===== config.mk =====
export PLATFORM = sky130hd
export DESIGN_NAME = seg_display_sched
export DESIGN_NICKNAME = d
export VERILOG_FILES = /design/src/rtl/seg_sched_pkg.sv /design/src/rtl/seg_rr_arbiter.sv /design/src/rtl/seg_display_sched.sv
export SDC_FILE = /design/constraint.sdc
export NUM_CORES = 1
export LEC_CHECK = 0
export BUFFER_PORTS_ARGS = -buffer_cell sky130_fd_sc_hd__buf_2
export CORE_ASPECT_RATIO = 1.75
export CORE_UTILIZATION = 38
export CTS_CLUSTER_DIAMETER = 100
export DETAILED_ROUTE_END_ITERATION = 6
export HOLD_SLACK_MARGIN = 0.15
export SYNTH_ARGS = -nofsm -noshare
export SYNTH_HDL_FRONTEND = slang
export SYNTH_HIERARCHICAL = 1
export SYNTH_SLANG_ARGS = --single-unit

===== constraint.sdc =====
create_clock -name clk -period 2.6 [get_ports clk]
set_clock_uncertainty 0.1 [all_clocks]
set_input_delay 0.26 -clock clk [delete_from_list [all_inputs] [get_ports clk]]
set_output_delay 0.26 -clock clk [all_outputs]
set_load 0.02 [all_outputs]

===== src/rtl/seg_sched_pkg.sv =====
// Shared types and constants for the two-source 7-segment display scheduler.
// The BLANK state encoding exists only when SEG_SCHED_BLANK_EN is defined.
package seg_sched_pkg;

  localparam int NUM_SRC = 2;

  localparam logic [7:0] SEG_BLANK = 8'h00;

  // Letter patterns, dp in bit 7.
  localparam logic [7:0] SEG_S = 8'h5B;
  localparam logic [7:0] SEG_E = 8'h4F;
  localparam logic [7:0] SEG_N = 8'h15;
  localparam logic [7:0] SEG_O = 8'h7E;
  localparam logic [7:0] SEG_L = 8'h0E;
  localparam logic [7:0] SEG_G = 8'h5F;
  localparam logic [7:0] SEG_U = 8'h3E;

`ifdef SEG_SCHED_BLANK_EN
  typedef enum logic [1:0] {ST_IDLE, ST_LOAD, ST_SHOW, ST_BLANK} state_t;
`else
  typedef enum logic [1:0] {ST_IDLE, ST_LOAD, ST_SHOW} state_t;
`endif

  function automatic int max_int(input int a, input int b);
    return (a > b) ? a : b;
  endfunction

endpackage


===== src/rtl/seg_rr_arbiter.sv =====
// Two-way round-robin arbiter: one-hot grant from the request vector and the
// priority pointer; on load the pointer moves to the channel that did not win.
module seg_rr_arbiter
  import seg_sched_pkg::*;
(
  input  logic [NUM_SRC-1:0] req,
  input  logic               ptr,
  input  logic               load,
  output logic [NUM_SRC-1:0] gnt,
  output logic               ptr_nxt
);

  // NOTE: every output of a combinational block gets a default first, so no
  // path through the block can leave it unassigned and infer a latch.
  always_comb begin
    gnt     = req;
    ptr_nxt = ptr;
    if (req == 2'b11) gnt = ptr ? 2'b10 : 2'b01;
    if (load) ptr_nxt = gnt[0];
  end

endmodule


===== src/rtl/seg_display_sched.sv =====
// Round-robin, message-granular scheduler driving the 7-segment pad group.
// Define SEG_SCHED_BLANK_EN to insert a BLANK_CYCLES gap after every character.
module seg_display_sched
  import seg_sched_pkg::*;
#(
  parameter int DWELL_CYCLES = 1000,
  parameter int BLANK_CYCLES = 100
) (
  input  logic       clk,
  input  logic       rst,
  input  logic       tick_en,
  input  logic       s0_valid,
  input  logic       s1_valid,
  input  logic [7:0] s0_seg,
  input  logic [7:0] s1_seg,
  input  logic       s0_last,
  input  logic       s1_last,
  output logic       s0_ready,
  output logic       s1_ready,
  output logic [7:0] seg_out,
  output logic [1:0] grant,
  output logic       busy
);

  localparam int CNT_W = $clog2(max_int(DWELL_CYCLES, BLANK_CYCLES) + 1);
  localparam logic [CNT_W-1:0] DWELL_LAST = CNT_W'(DWELL_CYCLES - 1);
`ifdef SEG_SCHED_BLANK_EN
  localparam logic [CNT_W-1:0] BLANK_LAST = CNT_W'(BLANK_CYCLES - 1);
`endif

  state_t             state, state_nxt;
  logic [CNT_W-1:0]   cnt;
  logic               last_q;
  logic               ptr, ptr_nxt;
  logic [NUM_SRC-1:0] valids, arb_req, arb_gnt;
  logic               accept, complete, counting;
  logic [7:0]         acc_seg, seg_nxt;
  logic               acc_last, busy_nxt;
  logic [1:0]         grant_nxt;

  assign valids   = {s1_valid, s0_valid};
  // While a message is in flight the arbiter just echoes the held grant, so
  // its pointer update on completion names the other channel.
  assign arb_req  = (state == ST_IDLE) ? valids : grant;
  assign accept   = (state == ST_LOAD) && |(grant & valids);
  assign acc_seg  = grant[1] ? s1_seg : s0_seg;
  assign acc_last = grant[1] ? s1_last : s0_last;
  assign complete = (state != ST_IDLE) && (state_nxt == ST_IDLE);
  assign s0_ready = (state == ST_LOAD) && grant[0];
  assign s1_ready = (state == ST_LOAD) && grant[1];
`ifdef SEG_SCHED_BLANK_EN
  assign counting = (state == ST_SHOW) || (state == ST_BLANK);
`else
  assign counting = (state == ST_SHOW);
`endif

  seg_rr_arbiter u_arb (
    .req     (arb_req),
    .ptr     (ptr),
    .load    (complete),
    .gnt     (arb_gnt),
    .ptr_nxt (ptr_nxt)
  );

  // NOTE: sequential state uses non-blocking assignments so every register
  // samples the pre-edge values regardless of statement order.
  always_ff @(posedge clk) begin
    if (rst) begin
      state   <= ST_IDLE;
      cnt     <= '0;
      last_q  <= 1'b0;
      ptr     <= 1'b0;
      seg_out <= SEG_BLANK;
      grant   <= '0;
      busy    <= 1'b0;
    end else begin
      state   <= state_nxt;
      ptr     <= ptr_nxt;
      seg_out <= seg_nxt;
      grant   <= grant_nxt;
      busy    <= busy_nxt;
      if (accept) last_q <= acc_last;
      if (state_nxt != state) cnt <= '0;
      else if (counting && tick_en) cnt <= cnt + CNT_W'(1);
    end
  end

  always_comb begin
    state_nxt = state;
    case (state)
      ST_IDLE: if (|arb_gnt) state_nxt = ST_LOAD;
      ST_LOAD: if (accept) state_nxt = ST_SHOW;
      ST_SHOW:
        if (tick_en && cnt == DWELL_LAST) begin
`ifdef SEG_SCHED_BLANK_EN
          state_nxt = ST_BLANK;
`else
          state_nxt = last_q ? ST_IDLE : ST_LOAD;
`endif
        end
`ifdef SEG_SCHED_BLANK_EN
      ST_BLANK:
        if (tick_en && cnt == BLANK_LAST) state_nxt = last_q ? ST_IDLE : ST_LOAD;
`endif
      default: state_nxt = ST_IDLE;
    endcase
  end

  // Registered outputs are computed one cycle ahead from the next state.
  always_comb begin
    seg_nxt   = SEG_BLANK;
    grant_nxt = grant;
    busy_nxt  = (state_nxt != ST_IDLE);
    if (state_nxt == ST_SHOW) seg_nxt = accept ? acc_seg : seg_out;
    if (state == ST_IDLE) grant_nxt = arb_gnt;
    else if (state_nxt == ST_IDLE) grant_nxt = '0;
  end

endmodule


==> flow_summary.ini <==
[finish]
regArea_um2 = 500
final_cell_mix = 35 x buf_2, 25 x dfxtp_1, 12 x nor2_1
diodes = 0
design_area_um2 = 1590
drive_gt1_frac = 0.359
layout.filler_cells = 354
multiInputGateArea_um2 = 773
final_common_cell = buf_2
area_growth_pct = 19.6
fin_nets = 195

[sta]
period_needed_ns = 2.36
fmax_ghz = 0.424
setup_tns_ns = 0
timing.final.max_slew_violations = 0
worst_slew_pin_slew_ns = 0.507
maxSlewHeadroom = 0.662
rsz0062_at_grt = no
setup_viol = 0
timing.final.hold_violations = 0
post-route-period-util = 0.907

[placed_design]
dp_hpwl_um = 2170
gp_congestion = 0.797
placed_area_um2 = 1530
io_buffers = 35

[setup_path]
reg2reg_slack_ns = 0.24
worstPathRequired_ns = 2.69
crit_path_cell_trace = nor2_1 > mux2_2 > a21boi_0 > or2_2 > a22oi_1 > a21oi_4 > nor3_2
critPathKind = reg -> reg
cp_max_fo = 10
critPathBufInv = 0
cpLargestDelayFamily = simple AND/OR/NAND/NOR gates
cp.arrival_ns = 2.45
r2r-start = state[0]
timing.rr.end = cnt[6]
reg2reg_depth = 7
start_kind = register
end_kind = register
cp_slowest_cell = dfxtp_1
cp_slowest_stage_delay_ns = 0.40

[pwr]
leakage_uw = 0.000619
powerDensity_nw_per_um2 = 586
vdd_drop_max_v = 0.000377

[clock_tree]
clock-sinks = 25
cts_buffers = 3
cts_setup_buffers = 0
path_clk_slew_ns = 0.08
cts_tree = done
cts-hold-fix-buffers = 0
clock_latency_ns = 0.26
h-tree-depth = 1
cts_resized = 0
clock_path_buffers = 2
cts-root-buf = clkbuf_8

[global_route]
grt_pass1_vias = 978
grt_usage = 0.158
antenna_found_initial = 0
grt_start_max_net_pins = 19
grt_overflow = 0
grt_pass1_wl_um = 4340

[synth]
ys_warn_count = 6
synthArstFlopShare = 0
syn_nets = 157
synthFlopType = dfxtp_1
synth_edf_count = 0
synth_top_area_cell = dfxtp_1
synth_top_area_share = 0.377
yosys-top-cells-area = dfxtp_1 38%, mux2i_1 7.5%, nor3_2 7.5%
yosysSeqAreaShare = 0.377
syn_inst = 133
synth_area_um2 = 1330
yosys_register_bits = 25
synth_cell_types = 41
synth.avg_cell_area_um2 = 9.97

[routing]
wl_per_cell_um = 12.6
drt_pass1_iterations = 4
drc = 0
viasPerCell = 5.02
drtIter0Drc = 4
ant_nets = 0
vias = 1080
wirelength_um = 2710

[outcome]
status = finished clean

[floorplanning]
dieArea_um2 = 3740
start_util = 0.394
row_count = 28
io-pin-count = 36
core_um2 = 3360
die-width_um = 46.7
fp.dieH_um = 80.2

[worst_hold_path]
min_to = seg_out[4]
hold_class = in -> reg
worstHoldPathCells = 3
hold_start = s0_seg[4]

[job]
drv_cap = 0
## report_power, final
group / leakage [uW] / switching, uW / internal [uW]
combinational: 0.000394 / 165 / 113
clock: 0.0000228 / 118 / 109
sequential: 0.000202 / 22.3 / 403
## worst min-delay path, cell delays in order
cell and delay (ns):
buf_2 0.09, mux2i_1 0.11, a211oi_1 0.08
## registers in the layout, summed over array words and instances, names as in the netlist
name,cells
seg_out,8
ptr,1
state,2
grant,2
last_q,1
busy,1
cnt,10
## synthesized netlist by cell type (2+ instances only)
cell type and n:
buf_4 2, a22oi_1 2, buf_6 2, a21oi_1 2
nor2b_1 3, nand4_1 2, inv_1 3, o21ai_0 3
nor4_1 2, nand3_1 3, nor3_2 10, nand2_1 5
nor3_1 2, a41oi_1 2, mux2_2 2, and2_1 4
dfxtp_1 25, xor2_1 3, mux2i_1 10, xnor2_1 6
nor2_1 12, a211oi_1 9
## cells by family (layout without fill, tap and decap cells)
family / Yosys count / after routing / synth area share
DFF: 25 / 25 / 0.377
adders and majority gates: 1 / 1 / 0.00943
AOI/OAI and AO/OA: 25 / 25 / 0.147
muxes: 13 / 13 / 0.104
buffers and inverters: 8 / 45 / 0.0396
and+or+nand+nor: 52 / 52 / 0.263
xor gates and xnor gates: 9 / 9 / 0.0594
## cell type report
class,instances,share of cell area
Inverter,3,0.00710
Clock buffer,4,0.0284
Sequential cell,25,0.315
Tap cell,45,0.0355
Multi-Input combinational cell,100,0.487
Timing Repair Buffer,38,0.126
## layer usage
metal  part of all wire  wire (um)  GRT usage
met2               0.55       1500      0.301
met3              0.037        100     0.0292
met5                  0          0          0
met1               0.40       1090      0.156
met4              0.010         27     0.0571
## through the flow
stage | hold WS [ns] | utilization | std cells | worst slack, ns | total power, uW
3_5_place_dp | 0.395 | 0.455 | 210 | 0.259 | 715
6_report | 0.226 | 0.472 | 215 | 0.242 | 930
3_3_place_gp | 0.387 | 0.455 | 210 | 0.301 | 706
5_1_grt | 0.227 | 0.472 | 215 | 0.0925 | 982
4_1_cts | 0.158 | 0.469 | 214 | 0.244 | 939
2_1_floorplan | 0.229 | - | 133 | 0.374 | 653
## worst max path at each step
stage / start / endpoint / slack [ns] / cells after the start
6_report: state[0] / cnt[6] / 0.24 / 7
5_1_grt: state[1] / cnt[6] / 0.09 / 7
4_1_cts: state[0] / cnt[8] / 0.24 / 7
3_5_place_dp: state[0] / cnt[8] / 0.26 / 7
3_3_place_gp: state[0] / busy / 0.30 / 7
2_1_floorplan: grant[1] / cnt[0] / 0.37 / 7
Note: power is estimated with default switching activity, not from simulation.
